<file path="src/rtl/hex_word_streamer.sv">
// Streams a WIDTH-bit word as ASCII hex characters, most significant nibble first.
// Optional CR/LF word terminator is built when HEX_CRLF_EN is defined.
module hex_word_streamer #(
  parameter int unsigned WIDTH     = 16,
  parameter bit          UPPERCASE = 1'b1
) (
  input  logic             clk,
  input  logic             rst_n,
  input  logic [WIDTH-1:0] data_in,
  input  logic             data_valid,
  output logic             data_ready,
  output logic [7:0]       out_char,
  output logic             out_valid,
  input  logic             out_ready,
  output logic             busy
);

  localparam int unsigned Digits = WIDTH / 4;
  localparam int unsigned IdxW   = (Digits > 1) ? $clog2(Digits) : 1;
  localparam logic [IdxW-1:0] LastIdx = IdxW'(Digits - 1);

`ifdef HEX_CRLF_EN
  typedef enum logic [1:0] {StIdle, StDigit, StCr, StLf} state_e;
`else
  typedef enum logic [0:0] {StIdle, StDigit} state_e;
`endif

  state_e           state_q;
  logic [WIDTH-1:0] word_q;
  logic [IdxW-1:0]  idx_q;

  function automatic logic [7:0] to_ascii(input logic [3:0] n);
    if (n < 4'd10) return 8'h30 + {4'h0, n};
    return (UPPERCASE ? 8'h41 : 8'h61) + {4'h0, n} - 8'h0a;
  endfunction

  function automatic logic [3:0] nibble_at(input logic [WIDTH-1:0] w, input logic [IdxW-1:0] i);
    logic [WIDTH-1:0] sh;
    sh = w >> {i, 2'b00};
    return sh[3:0];
  endfunction

  always_ff @(posedge clk or negedge rst_n) begin
    if (!rst_n) begin
      state_q    <= StIdle;
      word_q     <= '0;
      idx_q      <= '0;
      data_ready <= 1'b0;
      out_valid  <= 1'b0;
      out_char   <= 8'h00;
      busy       <= 1'b0;
    end else begin
      unique case (state_q)
        StIdle: begin
          if (data_valid && data_ready) begin
            // First character comes straight from data_in so it is valid next cycle.
            word_q     <= data_in;
            idx_q      <= LastIdx;
            out_char   <= to_ascii(nibble_at(data_in, LastIdx));
            out_valid  <= 1'b1;
            busy       <= 1'b1;
            data_ready <= 1'b0;
            state_q    <= StDigit;
          end else begin
            data_ready <= 1'b1;
          end
        end
        StDigit: begin
          if (out_ready) begin
            if (idx_q != '0) begin
              idx_q    <= idx_q - 1'b1;
              out_char <= to_ascii(nibble_at(word_q, idx_q - 1'b1));
            end else begin
`ifdef HEX_CRLF_EN
              out_char <= 8'h0d;
              state_q  <= StCr;
`else
              out_valid  <= 1'b0;
              busy       <= 1'b0;
              data_ready <= 1'b1;
              state_q    <= StIdle;
`endif
            end
          end
        end
`ifdef HEX_CRLF_EN
        StCr: begin
          if (out_ready) begin
            out_char <= 8'h0a;
            state_q  <= StLf;
          end
        end
        StLf: begin
          if (out_ready) begin
            out_valid  <= 1'b0;
            busy       <= 1'b0;
            data_ready <= 1'b1;
            state_q    <= StIdle;
          end
        end
`endif
        default: state_q <= StIdle;
      endcase
    end
  end

endmodule

</file>
<file path="config.mk">
export PLATFORM = sky130hd
export DESIGN_NAME = hex_word_streamer
export DESIGN_NICKNAME = d
export VERILOG_FILES = /design/src/rtl/hex_word_streamer.sv
export SDC_FILE = /design/constraint.sdc
export NUM_CORES = 1
export LEC_CHECK = 0
export BUFFER_PORTS_ARGS = -buffer_cell sky130_fd_sc_hd__clkbuf_2
export CORE_ASPECT_RATIO = 0.9
export CORE_MARGIN = 3
export CORE_UTILIZATION = 40
export CTS_CLUSTER_SIZE = 24
export DETAILED_ROUTE_END_ITERATION = 8
export PLACE_DENSITY = 0.7
export SYNTH_ARGS = -nofsm -noshare
export SYNTH_HDL_FRONTEND = slang
export SYNTH_SLANG_ARGS = --single-unit
export TNS_END_PERCENT = 20
</file>
<file path="constraint.sdc">
create_clock -name clk -period 2 [get_ports clk]
set_clock_uncertainty 0.2 [all_clocks]
set_input_delay 0.2 -clock clk [delete_from_list [all_inputs] [get_ports clk]]
set_output_delay 0.2 -clock clk [all_outputs]
set_load 0.02 [all_outputs]
</file>
# After elaboration in Yosys (flattened, before gate mapping)
# Index checks and enable logic that the tools add are counted.
classes:
  add_sub_neg: 7
  order_cmp: 2
  eq_ne: 4
  shifts: 1
  muxes: 31
  bitwise_logic: 1
  n_reduce_logical: 6
ops:
  columns: ["op", "count"]
  rows:
  - ["$mux 8", 7]
  - ["$add 7x4->8 const A", 2]
  - ["$mux 1", 16]
  - ["$pmux 8 s2", 1]
  - ["$shr 16x4->4", 1]
  - ["$sub 8x4->8 const B", 2]
  - ["$add 6x4->7 const A", 2]
  - ["$lt 4x4->1 const B", 2]
  - ["$mux 2", 3]
  - ["$ne 2x2->1 const B", 3]
  - ["$pmux 1 s2", 3]
  - ["$reduce_and 3->1", 2]
  - ["$pmux 2 s2", 1]
  - ["$reduce_and 2->1", 2]
  - ["$ne 2x1->1 const B", 1]
  - ["$reduce_bool 2->1", 1]
  - ["$sub 2x1->2 const B", 1]
  - ["$logic_and 1x1->1", 1]
  - ["$not 1->1", 1]
totals:
  ff_bits: 29
  inputBits: 20
  out_inout_bits: 11

# Depth between registers and ports, before layout
# Gate-level depths: netlist of run 1.
logic_depth:
  depth_word: 11
  depth_mapped: 10
  mapped_depth_nobuf: 9

# Least setup slack after synthesis of run 1
# Ideal clock, no wire load.
synth_path:
  kind: "register to register"
  start: "register idx_q[0]"
  end: "register out_char[6]"
  setup_ns: 0.119
  arrival_ns: 1.791
  path_slack_ns: -0.110
  path_stages_with_launch: 11
  n_path_buf: 1
  path_cell_list: "dfrtp_1 buf_6 inv_1 ha_1 mux4_2 inv_1 ha_1 inv_1 a21oi_1 o211ai_1 o21a_1"
synth_between:
  elab_chain_cells: 11
  elab_cells_between_ends: 18
  classes_between: "add/sub (4); order compare (1); eq/ne (1); shift (1); mux (9); reduce/logical (2)"
synth_lines:
  columns: ["element", "line", "source"]
  rows:
  - ["from (decl)", "30", "logic [IdxW-1:0] idx_q;"]
  - ["from (signal assigned)", "58", "idx_q <= LastIdx;"]
  - ["from (signal assigned)", "71", "idx_q <= idx_q - 1'b1;"]
  - ["parallel branches: the longest is 11 deep, another holds $add 7x4->8", null, null]
  - ["to (signal assigned)", "59", "out_char <= to_ascii(nibble_at(data_in, LastIdx));"]
  - ["to (signal assigned)", "72", "out_char <= to_ascii(nibble_at(word_q, idx_q - 1'b1));"]
  - ["to (decl)", "12", "output logic [7:0] out_char,"]
# Parallel ways; which one is timed is not known. The select of a mux whose other input is x is not followed.
# A chain may end at the register's enable or synchronous reset.

# Worst setup path after layout of run 1
# Ends and elaborated chain as after synthesis.

==> impl_results.rst, run 1 <==
.. list-table::
   :header-rows: 1

   * - Metric
     - Value
   * - Count of antenna-violating nets left after detailed routing
     - 0
   * - RSZ-0062 raised after global routing
     - yes
   * - Via total after detailed routing
     - 1,069
   * - Final Hold Fails
     - 0
   * - Largest net degree at the start of global routing
     - 29
   * - YS warnings
     - 0
   * - Power share of the clock group
     - 11.1%
   * - Post-CTS clock slew at the launch and capture registers of the worst setup and hold paths
     - 0.10 ns
   * - Worst setup slack before clock tree synthesis
     - -0.0976 ns
   * - Final max-slew violation count
     - 0
   * - Inserted Diodes
     - 0
   * - Endpoints failing setup
     - 1
   * - GRT Overall Usage
     - 15.5%
   * - Internal reg-to-reg setup slack
     - -0.01 ns
   * - Post-synth cell types
     - 31
   * - Type of the worst min-delay path
     - in2reg
   * - DRC violation count after routing
     - 0
   * - Actual transition at the worst max-transition pin
     - 0.696 ns
   * - Half-perimeter wire length after detailed placement
     - 2080 µm
   * - Final Instance Area
     - 1840 µm²
   * - Total area of sequential cells
     - 702 µm²
   * - Cell-internal power
     - 0.00192 W
   * - Area of the multi-input gates
     - 623 µm²
   * - Largest cells by area after synthesis
     - dfrtp_1 (51%), mux2_2 (5.7%), mux2_1 (4.9%)
   * - Classification of the worst setup path
     - reg2reg
   * - Dominant synthesized flop cell
     - dfrtp_1
   * - Fraction of the yosys area taken by sequential cells
     - 50.8%
   * - Via count of the first global-routing pass
     - 1,117
   * - Max Freq
     - 498 MHz
   * - Synth Cell Area
     - 1380 µm²
   * - Hold Crit Depth
     - 3
   * - Number of buffers created by CTS
     - 3
   * - Tightest slew margin relative to the limit
     - 53.6%
   * - # port buffers
     - 29
   * - Clock tree buffer depth
     - 2
   * - Post-DP Area
     - 1620 µm²
   * - Clock tree from TritonCTS
     - done
   * - Routed wire length
     - 2820 µm
   * - Capturing point of the worst reg2reg path
     - out_char[6]
   * - Clock insertion delay at the later pin of the skew report
     - 0.28 ns
   * - Final critical-path share of the clock period
     - 100%
   * - Path depth of the worst reg2reg path
     - 9
   * - Die outline area
     - 4190 µm²
   * - Share of the synthesized area in the top cell type
     - 50.8%
   * - Worst Slack Setup Final
     - -0.00974 ns
   * - Crit path time final
     - 2.01 ns
   * - Maximum level of the CTS H-tree
     - 1
   * - Number of instances in the synthesized netlist
     - 119
   * - Commonest cells after routing, fill and taps aside
     - clkbuf_2 (29), dfrtp_1 (27), dlygate4sd3_1 (14), nand2_1 (11), a21oi_1 (8)
   * - Core outline area
     - 3190 µm²
   * - Switching part of the total power
     - 38.6%
   * - Hold-critical path endpoint
     - word_q[12]
   * - Violated checks
     - setup timing
   * - Critical Path End Type
     - register
   * - Effective utilization at floorplan
     - 43.3%
   * - Endpoint arrival time on the critical path
     - 1.99 ns
   * - Global-route wire length before repair
     - 4800 µm
   * - Cell type contributing the most total cell area after synthesis
     - dfrtp_1
   * - Hold Crit Start
     - data_in[12]
   * - Via/cell ratio
     - 5.07
   * - Initial antenna violation count
     - 0
   * - Total Neg Setup Slack
     - -0.00974 ns
   * - CP max FO
     - 5
   * - Filler cell count in the final layout
     - 303
   * - Worst-case vdd ir drop
     - 0.963 mV
   * - Maximum capacitance violations
     - 0
   * - Drt initial violations
     - 64
   * - Number of clock sinks seen by CTS
     - 28
   * - Total number of placement rows
     - 19
   * - Power density over cell area
     - 1700 nW/µm²
   * - Fin Hold WS
     - 0.0240 ns
   * - Sequential fraction of design power
     - 32.4%
   * - Die Y-Extent
     - 61.7 µm
   * - Worst setup path startpoint
     - idx_q[0]
   * - Area delta synth->final
     - 33.3%
   * - Top-level port count
     - 31
   * - Overflow left after global routing
     - 0
   * - Number of enable-type register cells in the synthesized netlist
     - 0
   * - Number of nets produced by synthesis
     - 142
   * - Post-synthesis area per instance
     - 11.6 µm²
   * - Critical Path RT
     - 1.98 ns
   * - Layout cells sized above 1
     - 36.7%
   * - Crit start category
     - register
   * - Avg WL per Cell
     - 13.3 µm
   * - Static leakage
     - 0.857 nW
   * - Flip-flop and latch count after synthesis
     - 28
   * - Post-synth ARST share
     - 100%
   * - Design Power
     - 0.00312 W
   * - Most common library cell in the layout ignoring fill and taps
     - clkbuf_2
   * - Combinational fraction of design power
     - 56.5%
   * - Switching power
     - 0.00121 W
   * - Beginning of the worst register-to-register path
     - idx_q[0]
   * - Detailed-router iteration count before antenna repair
     - 4
   * - Horizontal die dimension
     - 67.9 µm
   * - Result of the run
     - finished with violations
   * - Placer Congestion
     - 0.895
   * - Final layout net count
     - 193
   * - Cell at the root of the clock tree
     - clkbuf_8
-- stage by stage --
stage               util (%)  cells
global route            57.7    211
global placement        50.9    191
finish                  57.7    211
CTS                     57.6    211
detailed placement      50.9    191
floorplan                  -    119
-- sequential cells by signal (all words and copies together), names as in the netlist --
signal and count:
data_ready 1, out_char 7, busy 1, idx_q 2
word_q 16, state_q 1
-- synthesized netlist by cell type (all sizes together), types with 2 or more instances --
cell type / instances
a21oi: 9
buf: 6
dfrtp: 28
ha: 3
inv: 9
mux2: 13
mux4: 4
nand2: 11
nor2: 6
o211ai: 2
o21a: 2
o21ai: 9
o22ai: 3
xnor2: 3
-- power by group through the flow --
stage                     combinational [W]  clock, W  sequential [W]
after floorplan                     0.00114         0         0.00106
after global placement              0.00160         0         0.00101
after detailed placement            0.00165         0         0.00103
after CTS                           0.00174  0.000354         0.00102
after global routing                0.00197  0.000385         0.00105
final                               0.00176  0.000348         0.00101
-- worst max path at each step --
stage | endpoint | depth (start not counted) | slack [ns]
after floorplan | out_char[6] | 10 | -0.02
after global placement | out_char[6] | 9 | -0.01
after detailed placement | out_char[6] | 9 | -0.1
after CTS | out_char[6] | 9 | 0.01
after global routing | out_char[6] | 9 | -0.12
final | out_char[6] | 9 | -0.01
-- layer usage --
layer	vias to the layer above	wire length [µm]	track usage, %
met5	-	0	0
li1	521	-	-
met1	506	1240	18.6
met3	6	186	5.22
met2	36	1360	27.0
met4	0	28	3.97
-- kinds of logic (layout without fill, tap and decap cells) --
kind of cell / after synthesis / count (layout) / synth area share [%]
adder cells (fa/ha/maj): 3 / 3 / 2.72
flip-flops: 28 / 28 / 50.8
multiplexers: 18 / 18 / 18.1
AND/OR/NAND/NOR: 20 / 20 / 6.53
buffers and inverters: 16 / 66 / 6.16
AO/OA/AOI/OAI: 30 / 30 / 13.5
other: 1 / 1 / 0.272
XOR/XNOR: 3 / 3 / 1.90
-- area by class of cell --
class | count | area share [%]
multi-input cells | 75 | 33.9
inverters | 10 | 2.04
well taps | 42 | 2.86
repair buffers | 52 | 20.1
flip-flops and latches | 28 | 38.2
clock buffers | 4 | 2.99
-- worst max-delay path, stage by stage, from the launching register on --
cell and delay, ns:
dfrtp_2 0.43, inv_2 0.06, ha_4 0.27, mux4_2 0.31
inv_2 0.09, ha_4 0.14, inv_2 0.03, a21oi_2 0.12
o211ai_1 0.11, o21a_1 0.13
-- what timing repair did --
item                                    in CTS  in global routing
hold buffers                                14                  0
buffers inserted                             2                  0
resized for setup                            2                  3
endpoints found under the setup margin       6                  7
pin swaps                                    2                  0
hold endpoints to repair                    41                  0
Note: power is estimated with default switching activity, not from simulation.
==> run 2: changes to the inputs <==
Settings changed: CELL_PAD_IN_SITES_DETAIL_PLACEMENT set to 0, CELL_PAD_IN_SITES_GLOBAL_PLACEMENT set to 1, CORE_UTILIZATION 40 to 37, PLACE_DENSITY 0.7 to 0.8.
==> impl_results.rst, run 2 (synthesis results as in run 1) <==
.. list-table::
   :header-rows: 1

   * - Metric
     - Value
   * - Inserted Diodes
     - 0 (unchanged)
   * - Effective utilization at floorplan
     - 39.7% (was 43.3%)
   * - Commonest cells after routing, fill and taps aside
     - clkbuf_2 (29), dfrtp_1 (27), dlygate4sd3_1 (14), nand2_1 (11), buf_4 (11) (was clkbuf_2 (29), dfrtp_1 (27), dlygate4sd3_1 (14), nand2_1 (11), a21oi_1 (8))
   * - Tightest slew margin relative to the limit
     - 53.6% (about the same)
   * - Top cell by count, worst path
     - inv_2 (unchanged)
   * - Cell-internal power
     - 0.00203 W (was 0.00192 W)
   * - GRT Overall Usage
     - 13.3% (was 15.5%)
   * - Most common library cell in the layout ignoring fill and taps
     - clkbuf_2 (unchanged)
   * - Non-filler instance count after layout
     - 216 (was 211)
   * - Clock tree from TritonCTS
     - done (unchanged)
   * - Regs by FF count
     - word_q (16), out_char (7), idx_q (2) (unchanged)
   * - Area delta synth->final
     - 35.1% (was 33.3%)
   * - Total number of placement rows
     - 20 (was 19)
   * - Core outline area
     - 3480 µm² (was 3190 µm²)
   * - RSZ-0062 raised after global routing
     - yes (unchanged)
   * - CP max FO
     - 5 (unchanged)
   * - Initial antenna violation count
     - 0 (unchanged)
   * - Number of placed instances with taps included
     - 195 (was 191)
   * - Via/cell ratio
     - 4.87 (was 5.07)
   * - Via total after detailed routing
     - 1,051 (was 1,069)
   * - Max Freq
     - 507 MHz (was 498 MHz)
   * - Type of the worst min-delay path
     - in2reg (unchanged)
   * - DRC violation count after routing
     - 0 (unchanged)
   * - Worst setup slack before clock tree synthesis
     - -0.0666 ns (was -0.0976 ns)
   * - Largest register by flop count
     - word_q (unchanged)
   * - Combined buffer and inverter count along the critical path
     - 3 (unchanged)
   * - Count of antenna-violating nets left after detailed routing
     - 0 (unchanged)
   * - Critical Path End Type
     - register (unchanged)
   * - Maximum level of the CTS H-tree
     - 1 (unchanged)
   * - Global-route wire length before repair
     - 4750 µm (was 4800 µm)
   * - Via count of the first global-routing pass
     - 1,031 (was 1,117)
   * - Half-perimeter wire length after detailed placement
     - 2100 µm (was 2080 µm)
   * - Classification of the worst setup path
     - reg2reg (unchanged)
   * - Final max-slew violation count
     - 0 (unchanged)
   * - Post-CTS clock slew at the launch and capture registers of the worst setup and hold paths
     - 0.09 ns (was 0.10 ns)
   * - Result of the run
     - finished, final reports clean (was finished with violations)
   * - Final layout net count
     - 196 (was 193)
   * - Cell at the root of the clock tree
     - clkbuf_8 (unchanged)
   * - Die outline area
     - 4500 µm² (was 4190 µm²)
   * - Crit path time final
     - 1.97 ns (was 2.01 ns)
   * - Die Y-Extent
     - 63.9 µm (was 61.7 µm)
   * - Final Hold Fails
     - 0 (unchanged)
   * - Placer Congestion
     - 0.797 (was 0.895)
   * - Drt initial violations
     - 54 (was 64)
   * - Clock insertion delay at the later pin of the skew report
     - 0.28 ns (about the same)
   * - Final critical-path share of the clock period
     - 98.6% (was 100%)
   * - Largest register FFs
     - 16 (unchanged)
   * - Switching part of the total power
     - 37.3% (was 38.6%)
   * - Power density over cell area
     - 1740 nW/µm² (was 1700 nW/µm²)
   * - Crit start category
     - register (unchanged)
   * - Cell type group with the largest total delay on the critical path
     - adder cells (was flip-flops)
   * - Combinational fraction of design power
     - 55.2% (was 56.5%)
   * - Static leakage
     - 0.867 nW (was 0.857 nW)
   * - Endpoint arrival time on the critical path
     - 1.95 ns (was 1.99 ns)
   * - Worst Slack Setup Final
     - 0.0282 ns (was -0.00974 ns)
   * - Maximum capacitance violations
     - 0 (unchanged)
   * - Sequential fraction of design power
     - 31.2% (was 32.4%)
   * - Actual transition at the worst max-transition pin
     - 0.696 ns (about the same)
   * - Clock tree buffer depth
     - 2 (unchanged)
   * - Critical Path RT
     - 1.97 ns (was 1.98 ns)
   * - Endpoints failing setup
     - 0 (was 1)
   * - Layout cells sized above 1
     - 38.4% (was 36.7%)
   * - Number of buffers created by CTS
     - 3 (unchanged)
   * - Routed wire length
     - 2830 µm (was 2820 µm)
   * - Avg WL per Cell
     - 13.1 µm (was 13.3 µm)
   * - Design Power
     - 0.00324 W (was 0.00312 W)
   * - # port buffers
     - 29 (unchanged)
   * - Critical path's largest stage delay
     - 0.41 ns (was 0.43 ns)
   * - Switching power
     - 0.00121 W (about the same)
   * - Detailed-router iteration count before antenna repair
     - 4 (unchanged)
   * - Horizontal die dimension
     - 70.4 µm (was 67.9 µm)
   * - Largest net degree at the start of global routing
     - 29 (unchanged)
   * - Cell-by-cell listing of the critical path
     - inv_2 -> ha_4 -> mux4_2 -> inv_2 -> ha_4 -> inv_2 -> a21oi_2 -> o211ai_1 -> o21a_1 (unchanged)
   * - Number of clock sinks seen by CTS
     - 28 (unchanged)
   * - Worst-case vdd ir drop
     - 0.765 mV (was 0.963 mV)
   * - Top-level port count
     - 31 (unchanged)
   * - Power share of the clock group
     - 13.6% (was 11.1%)
   * - Cell with the biggest individual delay on the critical path
     - dfrtp_2 (unchanged)
   * - Overflow left after global routing
     - 0 (unchanged)
==> run 2: timing repair <==
| action | in CTS | in global routing |
|---|---|---|
| setup buffers | 1 | 2 |
| pin swaps | 2 | 5 |
| hold buffers | 14 | 0 |
| setup endpoints to repair | 5 | 6 |
| resized for setup | 2 | 4 |
| endpoints found under the hold margin | 41 | 0 |
==> run 2: tightest hold or removal path, cell delays in order <==
cell	delay [ns]
clkbuf_2	0.10
inv_1	0.08
o21ai_0	0.08
==> run 2: path summary, 6_finish.rpt <==
check                             from          end  slack [ns]  depth (start not counted)
max                           idx_q[0]  out_char[6]        0.03                          9
min                        data_in[12]   word_q[12]        0.02                          3
max reg2reg                   idx_q[0]  out_char[6]        0.03                          9
min reg2reg                  word_q[3]    word_q[3]        0.30                          1
max in group asynchronous        rst_n     idx_q[0]        0.81                          2
min in group asynchronous        rst_n  out_char[0]        0.29                          2
==> run 2: area by class of cell <==
class                      instances  area (µm²)
fill                             302        1610
sequential                        28         702
multi-input combinational         75         619
timing repair buffer              55         379
tap                               44        55.1
clock buffer                       3        41.3
inverter                          10        37.5
clock inverter                     1        30.0
==> run 2: metrics by stage <==
step                util, %   TNS, ns  cell area, µm²  hold WS (ns)
floorplan                 -   -0.0226            1410        -0.296
global placement       46.7  -0.00845            1630        0.0588
detailed placement     46.7   -0.0886            1630        0.0720
CTS                    53.2         0            1850        0.0177
global route           53.6    -0.192            1860        0.0691
finish                 53.6         0            1860        0.0163
==> run 2: power groups by stage <==
stage                     Clock [W]  Combinational (W)  Sequential, W
after floorplan                   0            0.00114        0.00106
after global placement            0            0.00164        0.00101
after detailed placement          0            0.00167        0.00103
after CTS                  0.000452            0.00174        0.00102
after global routing       0.000467            0.00198        0.00105
final                      0.000441            0.00179        0.00101
==> run 2: metal layers <==
layer	track usage (%)	part of all wire, %	routed length (µm)	vias to the layer above
li1	-	-	-	521
met1	17.1	47	1320	495
met2	22.7	48	1350	33
met3	4.25	5.2	148	2
met4	1.44	0.18	5	0
met5	0	0	0	-
